[config.mk]
export PLATFORM = sky130hd
export DESIGN_NAME = aes_mix_columns_iter_flat
export DESIGN_NICKNAME = d
export VERILOG_FILES = /design/src/rtl/aes_mix_columns_iter_if.sv /design/src/rtl/aes_mix_columns_iter.sv /design/src/flat_wrapper.sv
export SDC_FILE = /design/constraint.sdc
export NUM_CORES = 1
export LEC_CHECK = 0
export BUFFER_PORTS_ARGS = -buffer_cell sky130_fd_sc_hd__buf_2
export CORE_MARGIN = 2
export CORE_UTILIZATION = 42
export DETAILED_ROUTE_END_ITERATION = 6
export HOLD_SLACK_MARGIN = 0.08
export SYNTH_ARGS = -nofsm -noshare
export SYNTH_HDL_FRONTEND = slang
export SYNTH_SLANG_ARGS = --single-unit
export TNS_END_PERCENT = 20
[constraint.sdc]
create_clock -name clk -period 5.78 [get_ports clk]
set_input_delay 0.578 -clock clk [delete_from_list [all_inputs] [get_ports clk]]
set_output_delay 0.578 -clock clk [all_outputs]
set_load 0.02 [all_outputs]
[src/rtl/aes_mix_columns_iter_if.sv]
// ============================================================================
// aes_mix_columns_iter_if : input/output valid-ready bundle for MixColumns
// Rev 1.0 ; MIX_COLUMNS_INV_EN adds inv_mode
// ============================================================================
`default_nettype none

interface aes_mix_columns_iter_if;
    logic         in_valid;
    logic         in_ready;
    logic [127:0] data_in;
    logic         last_round;
`ifdef MIX_COLUMNS_INV_EN
    logic         inv_mode;
`endif
    logic         out_valid;
    logic         out_ready;
    logic [127:0] data_out;

    modport master (
`ifdef MIX_COLUMNS_INV_EN
        output inv_mode,
`endif
        output in_valid, data_in, last_round, out_ready,
        input  in_ready, out_valid, data_out
    );

    modport slave (
`ifdef MIX_COLUMNS_INV_EN
        input  inv_mode,
`endif
        input  in_valid, data_in, last_round, out_ready,
        output in_ready, out_valid, data_out
    );
endinterface

`default_nettype wire

[src/rtl/aes_mix_columns_iter.sv]
// ============================================================================
// aes_mix_columns_iter : iterative AES MixColumns, COLS_PER_CYCLE columns/clk
// Rev 1.0 ; MIX_COLUMNS_INV_EN adds InvMixColumns selected by inv_mode
// ============================================================================
`default_nettype none

module aes_mix_columns_iter #(
    parameter int COLS_PER_CYCLE = 1
) (
    input  logic                   clk,
    input  logic                   rst_n,
    aes_mix_columns_iter_if.slave  bus
);

    localparam int ITERS = 4 / COLS_PER_CYCLE;

    if (COLS_PER_CYCLE != 1 && COLS_PER_CYCLE != 2 && COLS_PER_CYCLE != 4) begin : g_bad_cols
        $error("aes_mix_columns_iter: COLS_PER_CYCLE must be 1, 2 or 4");
    end

    typedef enum logic [1:0] {
        S_IDLE = 2'd0,
        S_CALC = 2'd1,
        S_DONE = 2'd2
    } state_t;

    state_t       state_q, state_d;
    logic [127:0] work_q, work_d;
    logic [2:0]   col_q, col_d;
    logic         last_q, last_d;
    logic         in_ready_q, in_ready_d;
    logic         out_valid_q, out_valid_d;
    logic [127:0] data_out_q, data_out_d;
`ifdef MIX_COLUMNS_INV_EN
    logic         inv_q, inv_d;
`endif

    function automatic logic [7:0] xtime(input logic [7:0] x);
        return {x[6:0], 1'b0} ^ (x[7] ? 8'h1B : 8'h00);
    endfunction

    function automatic logic [31:0] mix_fwd(input logic [31:0] a);
        logic [7:0] a0, a1, a2, a3;
        {a0, a1, a2, a3} = a;
        return {xtime(a0) ^ xtime(a1) ^ a1 ^ a2 ^ a3,
                a0 ^ xtime(a1) ^ xtime(a2) ^ a2 ^ a3,
                a0 ^ a1 ^ xtime(a2) ^ xtime(a3) ^ a3,
                xtime(a0) ^ a0 ^ a1 ^ a2 ^ xtime(a3)};
    endfunction

`ifdef MIX_COLUMNS_INV_EN
    // 9/11/13/14 multiples from one x2/x4/x8 chain per byte
    function automatic logic [31:0] mix_inv(input logic [31:0] a);
        logic [7:0] x1 [4];
        logic [7:0] m9 [4], m11 [4], m13 [4], m14 [4];
        logic [7:0] x2, x4, x8;
        for (int i = 0; i < 4; i++) begin
            x1[i]  = a[31-8*i -: 8];
            x2     = xtime(x1[i]);
            x4     = xtime(x2);
            x8     = xtime(x4);
            m9[i]  = x8 ^ x1[i];
            m11[i] = x8 ^ x2 ^ x1[i];
            m13[i] = x8 ^ x4 ^ x1[i];
            m14[i] = x8 ^ x4 ^ x2;
        end
        return {m14[0] ^ m11[1] ^ m13[2] ^ m9[3],
                m9[0]  ^ m14[1] ^ m11[2] ^ m13[3],
                m13[0] ^ m9[1]  ^ m14[2] ^ m11[3],
                m11[0] ^ m13[1] ^ m9[2]  ^ m14[3]};
    endfunction
`endif

    function automatic logic [127:0] calc_step(input logic [127:0] w, input logic [2:0] col);
        logic [127:0] r;
        logic [1:0]   idx;
        logic [31:0]  c;
        r = w;
        for (int k = 0; k < COLS_PER_CYCLE; k++) begin
            idx = col[1:0] + 2'(k);
            c   = w[127-32*int'(idx) -: 32];
            if (!last_q) begin
`ifdef MIX_COLUMNS_INV_EN
                c = inv_q ? mix_inv(c) : mix_fwd(c);
`else
                c = mix_fwd(c);
`endif
            end
            r[127-32*int'(idx) -: 32] = c;
        end
        return r;
    endfunction

    always_comb begin
        state_d     = state_q;
        work_d      = work_q;
        col_d       = col_q;
        last_d      = last_q;
        in_ready_d  = in_ready_q;
        out_valid_d = out_valid_q;
        data_out_d  = data_out_q;
`ifdef MIX_COLUMNS_INV_EN
        inv_d       = inv_q;
`endif
        case (state_q)
            S_IDLE: begin
                if (bus.in_valid) begin
                    work_d     = bus.data_in;
                    last_d     = bus.last_round;
`ifdef MIX_COLUMNS_INV_EN
                    inv_d      = bus.inv_mode;
`endif
                    col_d      = 3'd0;
                    in_ready_d = 1'b0;
                    state_d    = S_CALC;
                end
            end
            S_CALC: begin
                work_d = calc_step(work_q, col_q);
                col_d  = col_q + 3'(COLS_PER_CYCLE);
                if (col_d == 3'd4) begin
                    out_valid_d = 1'b1;
                    data_out_d  = work_d;
                    state_d     = S_DONE;
                end
            end
            S_DONE: begin
                if (bus.out_ready) begin
                    out_valid_d = 1'b0;
                    in_ready_d  = 1'b1;
                    state_d     = S_IDLE;
                end
            end
            default: begin
                out_valid_d = 1'b0;
                in_ready_d  = 1'b1;
                state_d     = S_IDLE;
            end
        endcase
    end

    always_ff @(posedge clk or negedge rst_n) begin
        if (!rst_n) begin
            state_q     <= S_IDLE;
            work_q      <= '0;
            col_q       <= '0;
            last_q      <= 1'b0;
            in_ready_q  <= 1'b1;
            out_valid_q <= 1'b0;
            data_out_q  <= '0;
`ifdef MIX_COLUMNS_INV_EN
            inv_q       <= 1'b0;
`endif
        end else begin
            state_q     <= state_d;
            work_q      <= work_d;
            col_q       <= col_d;
            last_q      <= last_d;
            in_ready_q  <= in_ready_d;
            out_valid_q <= out_valid_d;
            data_out_q  <= data_out_d;
`ifdef MIX_COLUMNS_INV_EN
            inv_q       <= inv_d;
`endif
        end
    end

    assign bus.in_ready  = in_ready_q;
    assign bus.out_valid = out_valid_q;
    assign bus.data_out  = data_out_q;

endmodule

`default_nettype wire

[src/flat_wrapper.sv]
// flat-port wrapper written by rule: the top's interface ports become plain ports
module aes_mix_columns_iter_flat 
#(
    parameter int COLS_PER_CYCLE = 1
)
  (clk, rst_n, bus_in_valid, bus_data_in, bus_last_round, bus_out_ready, bus_in_ready, bus_out_valid, bus_data_out);
  aes_mix_columns_iter_if bus_i ();
  input  logic clk;
  input  logic rst_n;
  input wire logic [$bits(bus_i.in_valid)-1:0] bus_in_valid;
  input wire logic [$bits(bus_i.data_in)-1:0] bus_data_in;
  input wire logic [$bits(bus_i.last_round)-1:0] bus_last_round;
  input wire logic [$bits(bus_i.out_ready)-1:0] bus_out_ready;
  output wire logic [$bits(bus_i.in_ready)-1:0] bus_in_ready;
  output wire logic [$bits(bus_i.out_valid)-1:0] bus_out_valid;
  output wire logic [$bits(bus_i.data_out)-1:0] bus_data_out;
  assign bus_i.in_valid = bus_in_valid;
  assign bus_i.data_in = bus_data_in;
  assign bus_i.last_round = bus_last_round;
  assign bus_i.out_ready = bus_out_ready;
  assign bus_in_ready = bus_i.in_ready;
  assign bus_out_valid = bus_i.out_valid;
  assign bus_data_out = bus_i.data_out;
  aes_mix_columns_iter #(.COLS_PER_CYCLE(COLS_PER_CYCLE)) u_core (.clk(clk), .rst_n(rst_n), .bus(bus_i));
endmodule
* Word-level counts from Yosys, hierarchy flattened
Cells that the tools add are included.
Operators by class: reduce and logical (&&, ||, !) cells 8, magnitude comparators 0, mux-type cells 21, $add $sub $neg 3, divide/modulo/power cells 0, bitwise gates (word level) 22, eq/ne operators 6, shift operators 3, $mul 0
Operators by type and width (count):
- $pmux 128 s2 | 1
- $xor 8x8->8 | 20
- $shift 32x33->159 const A | 1
- $shiftx 159x32->32 | 1
- $shiftx 32x33->159 | 1
- $bwmux 128 | 1
- $mux 128 | 1
- $mux 32 | 2
- $neg 32->33 | 1
- $mux 5 | 4
- $reduce_and 3->1 | 3
- $sub 7x7->8 const A | 1
- $mux 2 | 3
- $pmux 1 s3 | 2
- $pmux 2 s3 | 1
- $pmux 3 s2 | 1
- $reduce_and 2->1 | 3
- $mux 1 | 4
- $ne 2x2->1 const B | 2
- $add 3x1->3 const B | 1
- $eq 3x3->1 const B | 1
- $mux 3 | 1
- $eq 2x1->1 const B | 1
- $eq 2x2->1 const B | 1
- 4 further kinds | 5
Word-level totals: output and inout bits 130, register bits 264, logic and storage cells 70, memory bits (read-only) 0, memories 0, RAM bits 0, latch bits 0

* Depth between registers and ports, before layout
Gate-level depths: netlist of the first run.
depth after elaboration 13, gate-level depth with buffers 12, gate-level depth less buffers 7

* Worst setup path after synthesis of the first run
Ideal clock, no wire load.
kind register to register, from register u_core.col_q[1], to register u_core.data_out_q[80] (netlist: u_core.bus.data_out[80]), cell stages (with the launch flop) 12, arrival time 2.700 ns, data required time 5.697 ns, setup slack 2.998 ns, clock period less this slack 2.782 ns, buffers on the path 5, path through dfrtp_1 buf_2 buf_2 buf_2 inv_1 ha_1 clkbuf_1 nand3b_1 nor2_1 clkbuf_1 a21oi_1 o21ai_0
On the way: longest elaborated chain between the ends 12, elaborated cells on any way between the ends 35, those cells by class add/sub (3); eq/ne (1); shift (3); mux (7); bitwise (20); reduce/logical (1)
RTL lines:
- start: declaration | line aes_mix_columns_iter.sv:29 | logic [2:0] col_q, col_d;
- start signal: assignment | line aes_mix_columns_iter.sv:157 | col_q <= col_d;
- $sub 7x7->8 | line aes_mix_columns_iter.sv:81, aes_mix_columns_iter.sv:89
- $shiftx 159x32->32 | line aes_mix_columns_iter.sv:81 | c = w[127-32*int'(idx) -: 32];
- $mux 5 | line aes_mix_columns_iter.sv:39 | return {x[6:0], 1'b0} ^ (x[7] ? 8'h1B : 8'h00);
- $xor 8x8->8 | line aes_mix_columns_iter.sv:39
- $xor 8x8->8, on equally long branches (4 in a row) | line aes_mix_columns_iter.sv:48, aes_mix_columns_iter.sv:45, aes_mix_columns_iter.sv:46
- $mux 32 | line aes_mix_columns_iter.sv:82 | if (!last_q) begin
- $mux 32 | line aes_mix_columns_iter.sv:105 | case (state_q)
- $shiftx 32x33->159 | line aes_mix_columns_iter.sv:89 | r[127-32*int'(idx) -: 32] = c;
- $bwmux 128 | line aes_mix_columns_iter.sv:89
- end signal: assignment | line aes_mix_columns_iter.sv:161 | data_out_q <= data_out_d;
- end: declaration | line aes_mix_columns_iter.sv:33 | logic [127:0] data_out_q, data_out_d;
Parallel ways exist; a longest one is shown, timed or not. The select of a mux whose other input is x is not followed. A chain may end at the register's enable or synchronous reset.

* Final worst setup path of the first run
from register u_core.col_q[0], to register u_core.data_out_q[7] (netlist: u_core.bus.data_out[7])
The elaborated chain is that of the path after synthesis.

==> results.py, run 1 <==
metrics = {
    "outcome": {
        "outcome": "complete, but fails checks",
        "violations": "max-capacitance violations",
    },
    "floorplanning": {
        "initial_core_util_pct": 42.6,
        "die_area_um2": 37600,
        "design.core.area_um2": 35500,
        "ios": 263,
        "num_rows": 69,
        "die_w_um": 194,
        "die_h_um": 194,
    },
    "clock_network": {
        "cts_inserted_buffers": 30,
        "cts_buffer_depth": 3,
        "post-cts-setup-buffers": 0,
        "cts_sinks": 264,
        "htree_levels": 1,
        "clkSlewWorstSetupHoldPaths_ns": 0.06,
        "insertion_delay_ns": 0.57,
        "tritoncts": "built",
        "ctsResizeCount": 0,
        "root_buffer": "clkbuf_16",
        "cts_hold_buf": 0,
    },
    "drt": {
        "drtIter0Drc": 1461,
        "wire_per_inst_um": 28.0,
        "drt_first_pass_iters": 5,
        "route.detailed.drc": 0,
        "vias_per_cell": 6.30,
        "ant_nets": 0,
        "wl_mm": 60.8,
        "vias": 13700,
    },
    "global_route": {
        "antenna_found_initial": 1,
        "overflow": 0,
        "grt_pass1_wl_mm": 89.5,
        "grt_use_total_pct": 31.5,
        "grt_pass1_vias": 13200,
        "grt_max_degree": 136,
    },
    "synthesis": {
        "synth_top_cell_by_area": "dfrtp_1",
        "synth_area_per_cell_um2": 10.1,
        "synth-main-ff-cell": "dfrtp_1",
        "yosysUniqueCellTypes": 58,
        "synth_area_leaders": "dfrtp_1 43%, a21oi_1 6.8%, o21ai_0 6.4%",
        "ys_seq_elements": 264,
        "netlist_instances": 1499,
        "ys_warn_count": 0,
        "synth_top_area_share_pct": 43.5,
        "synth-seq-area-share_pct": 43.7,
        "synth_area_um2": 15100,
        "synthArstFlopShare_pct": 100,
        "syn-num-nets": 1637,
        "synth_edf_count": 0,
    },
    "timing": {
        "slew_viol_final": 0,
        "setup_violations": 0,
        "tightest_slew_ns": 1.48,
        "max_freq_mhz": 246,
        "max_slew_margin_pct": 1.04,
        "rsz0062_at_grt": "no",
        "finalHoldViolations": 0,
        "fin_crit_sh_pct": 70.3,
        "finalCriticalPeriod_ns": 4.06,
        "finClkSkew_ns": 0.0111,
        "tns_ns": 0,
    },
    "critical_path": {
        "end_kind": "register",
        "worstPathArrival_ns": 4.54,
        "worstPathRequired_ns": 6.26,
        "worst-path-max-fanout": 22,
        "crit_type": "reg2reg",
        "critPathLaunchType": "register",
    },
    "finish": {
        "syn_to_final_growth_pct": 17.1,
        "nets": 1829,
        "num_antenna_cells": 0,
        "fillerInstances": 3301,
        "final_cell_mix": "261 x buf_2, 261 x dfrtp_1, 206 x a21oi_1",
        "drive_gt1_share_pct": 23.5,
    },
    "placement": {
        "numPortBuffers": 262,
        "gp_congestion": 0.960,
        "dpl.hpwl_mm": 42.7,
    },
    "hold_path": {
        "hold_class": "in2async",
    },
    "flow_run": {
        "maxCapViolCount": 1,
    },
}
==> cells by family after synthesis <==
kind of cell             count (synthesis)  synth area share, %
XOR/XNOR                                73                 9.10
AND/OR/NAND/NOR                        315                 10.7
buffers and inverters                  136                 3.89
multiplexers                            74                 7.63
flip-flops                             264                 43.7
adder cells (fa/ha/maj)                  5                0.413
AO/OA/AOI/OAI                          632                 24.6
==> layout make-up <==
cell class / instances / area [µm²] / share of cell area (%)
repair buffers: 288 / 1530 / 8.63
multi-input cells: 1099 / 7970 / 45.0
well taps: 461 / 577 / 3.26
flip-flops and latches: 264 / 6610 / 37.3
clock inverters: 6 / 93.8 / 0.530
inverters: 8 / 30.0 / 0.169
clock buffers: 47 / 905 / 5.11
==> flip-flops by register name, indices dropped and copies added, names as in the netlist <==
signal / count
u_core.col_q: 3
u_core.last_q: 1
u_core.bus.in_ready: 1
u_core.bus.data_out: 128
u_core.work_q: 128
u_core.state_q: 2
u_core.bus.out_valid: 1
==> critical path, cell delays in order (launching register included) <==
cell	delay, ns
dfrtp_2	0.83
ha_1	0.75
nand3_1	0.48
nor2_1	1.26
a21oi_1	0.39
o21ai_0	0.25
==> path summary, 6_finish.rpt <==
check                                                     from                                   to  slack (ns)  cells after the start
setup / recovery                   u_core.col_q[0]$_DFFE_PN0P_   u_core.bus.data_out[7]$_DFFE_PN0P_        1.72                      5
hold / removal                                           rst_n  u_core.bus.data_out[24]$_DFFE_PN0P_        0.06                      1
setup reg to reg                   u_core.col_q[0]$_DFFE_PN0P_   u_core.bus.data_out[7]$_DFFE_PN0P_        1.72                      5
hold reg to reg            u_core.bus.data_out[56]$_DFFE_PN0P_  u_core.bus.data_out[56]$_DFFE_PN0P_        0.47                      2
max in group asynchronous                                rst_n        u_core.work_q[10]$_DFFE_PN0P_        4.35                      2
min in group clk                                bus_last_round            u_core.last_q$_DFFE_PN0P_        0.23                      3
==> through the flow <==
stage | setup WS, ns | util [%] | instance area, µm² | hold WS [ns] | instances
5_1_grt | 1.61 | 49.9 | 17700 | 0.176 | 2173
4_1_cts | 1.78 | 49.9 | 17700 | 0.181 | 2173
3_5_place_dp | 1.82 | 47.1 | 16700 | 0.468 | 2120
3_3_place_gp | 1.89 | 47.1 | 16700 | 0.465 | 2120
6_report | 1.72 | 49.9 | 17700 | 0.0639 | 2173
2_1_floorplan | 3.00 | - | 15100 | 0.282 | 1499
==> cell usage after synthesis, types with 10 or more instances <==
cell / instances
dfrtp_1: 263
and3_1: 98
a21oi_1: 206
mux4_2: 32
o2bb2ai_1: 26
o21ai_0: 193
buf_2: 10
o21ai_1: 67
a22o_1: 17
o221ai_1: 14
mux2i_1: 37
nor2b_1: 52
a32o_1: 12
xnor3_1: 34
a22oi_1: 47
a21o_1: 16
nor2_1: 22
clkbuf_1: 105
xor2_1: 12
nand2_1: 122
==> per-layer routing <==
layer / vias up / share of wire (%) / global-route usage [%]
li1: 5931 / - / -
met1: 6855 / 41 / 43.8
met2: 762 / 46 / 49.2
met3: 142 / 8.6 / 5.58
met4: 0 / 4.3 / 12.2
met5: - / 0 / 0
Power of run 1 is not shown: default switching activity piles up to over one toggle a cycle in this logic, so the estimate is an artifact.
==> run 2: changes to the inputs <==
- clock period: 5.78 -> 4.1 ns (I/O delays scaled with it)
==> run 2 against run 1 <==
Net effect: the run now ends clean; worst hold slack gained 0.022 ns; clock skew rose by 0.0071 ns; register-to-register slack worse by 1.1 ns; via count rose by 1.1%; die area stayed put; global-route usage grew 0.33 points; non-clock buffer count increased by 39; final area is 1.7% higher; core utilization is 0.87 points higher; flip-flop and latch count did not move; first-iteration DRC count grew 11%; maximum frequency grew 18%; critical endpoint is now u_core.bus.data_out[112]$_DFFE_PN0P_; largest cell class unchanged.
==> results.py, run 2 (synthesis gave the netlist of run 1 again) <==
metrics = {
    "outcome": {
        "outcome": "finished clean",
    },
    "finish": {
        "drive_gt1_share_pct": 24.7,
        "nets": 1869,
        "fillerInstances": 3320,
        "syn_to_final_growth_pct": 19.1,
        "num_antenna_cells": 0,
        "multiInputGateArea_um2": 7970,
        "seq_area_um2": 6610,
        "final_cell_mix": "261 x buf_2, 261 x dfrtp_1, 206 x a21oi_1",
    },
    "placement": {
        "numPortBuffers": 262,
        "gp_congestion": 0.944,
        "dpl.hpwl_mm": 43.9,
    },
    "critical_path": {
        "rr_endpoint": "u_core.bus.data_out[112]$_DFFE_PN0P_",
        "r2r_cells": 7,
        "end_kind": "register",
        "timing.rr.start": "u_core.col_q[0]$_DFFE_PN0P_",
        "worst-path-max-fanout": 60,
        "crit_type": "reg2reg",
        "critPathLaunchType": "register",
        "rrSetupSlack_ns": 0.66,
        "worstPathArrival_ns": 3.92,
        "worstPathRequired_ns": 4.58,
    },
    "clock_network": {
        "cts_inserted_buffers": 31,
        "ctsResizeCount": 0,
        "clkSlewWorstSetupHoldPaths_ns": 0.06,
        "cts_sinks": 264,
        "cts_buffer_depth": 3,
        "root_buffer": "clkbuf_16",
        "post-cts-setup-buffers": 0,
        "htree_levels": 1,
        "tritoncts": "built",
        "insertion_delay_ns": 0.58,
    },
    "timing": {
        "fin_crit_sh_pct": 83.8,
        "rsz0062_at_grt": "no",
        "tightest_slew_ns": 1.13,
        "max_freq_mhz": 291,
        "finalHoldViolations": 0,
        "finalCriticalPeriod_ns": 3.44,
        "finClkSkew_ns": 0.0182,
        "tns_ns": 0,
        "slew_viol_final": 0,
        "max_slew_margin_pct": 24.5,
        "setup_violations": 0,
    },
    "hold_path": {
        "hold_class": "in2reg",
        "hold-path-endpoint": "u_core.work_q[30]$_DFFE_PN0P_",
        "hold_start": "bus_data_in[30]",
        "min_path_cells": 3,
    },
    "drt": {
        "route.detailed.drc": 0,
        "wl_mm": 61.0,
        "vias_per_cell": 6.26,
        "ant_nets": 0,
        "vias": 13800,
        "drt_first_pass_iters": 5,
        "wire_per_inst_um": 27.6,
        "drtIter0Drc": 1625,
    },
    "floorplanning": {
        "design.core.area_um2": 35500,
        "num_rows": 69,
        "die_h_um": 194,
        "die_area_um2": 37600,
        "initial_core_util_pct": 42.6,
        "die_w_um": 194,
        "ios": 263,
    },
    "global_route": {
        "grt_pass1_vias": 13600,
        "overflow": 0,
        "grt_use_total_pct": 31.9,
        "grt_max_degree": 113,
        "grt_pass1_wl_mm": 90.5,
        "antenna_found_initial": 1,
    },
    "flow_run": {
        "maxCapViolCount": 0,
    },
}
-- run 2: layer usage --
metal | global-route usage (%) | wire (µm) | vias up
li1 | - | - | 6027
met1 | 44.4 | 25600 | 6972
met2 | 50.7 | 28200 | 701
met3 | 4.52 | 4600 | 139
met4 | 11.9 | 2550 | 0
met5 | 0 | 0 | -
-- run 2: final cells by class --
type / count / share of cell area (%)
Clock inverter: 13 / 0.437
Tap cell: 461 / 3.20
Multi-Input combinational cell: 1099 / 44.2
Clock buffer: 40 / 4.71
Timing Repair Buffer: 327 / 10.6
Inverter: 8 / 0.167
Sequential cell: 264 / 36.7
-- run 2: stage by stage --
stage               instances  util, %  setup slack [ns]  hold slack (ns)  cell area (µm²)
CTS                      2212     50.8             0.759           0.0816            18000
detailed placement       2149     47.9             0.771            0.466            17000
global placement         2149     47.9             0.851            0.465            17000
floorplan                1499        -              1.32            0.114            15100
finish                   2212     50.8             0.662           0.0858            18000
global route             2212     50.8             0.548           0.0988            18000
-- run 2: how the worst max path moves through the flow --
stage	start	endpoint	slack [ns]	cells past startpoint
global placement	u_core.col_q[1]$_DFFE_PN0P_	u_core.work_q[122]$_DFFE_PN0P_	0.85	7
finish	u_core.col_q[0]$_DFFE_PN0P_	u_core.bus.data_out[112]$_DFFE_PN0P_	0.66	7
floorplan	u_core.col_q[1]$_DFFE_PN0P_	u_core.bus.data_out[80]$_DFFE_PN0P_	1.32	11
CTS	u_core.col_q[0]$_DFFE_PN0P_	u_core.bus.data_out[114]$_DFFE_PN0P_	0.76	7
global route	u_core.col_q[0]$_DFFE_PN0P_	u_core.bus.data_out[114]$_DFFE_PN0P_	0.55	7
detailed placement	u_core.col_q[0]$_DFFE_PN0P_	u_core.bus.data_out[112]$_DFFE_PN0P_	0.77	7
-- run 2: critical path: stages (launching register included) --
cell and delay (ns):
dfrtp_2 0.38, buf_4 0.35, ha_1 0.66, ha_1 0.48, and2_2 0.25, buf_12 0.28
nand2_1 0.51, o21ai_0 0.34
-- run 2: repair_timing --
item,in CTS,in global routing
hold endpoints to repair,117,0
setup endpoints to repair,0,0
hold buffers,10,0
Power of run 2 is left out for the same reason.
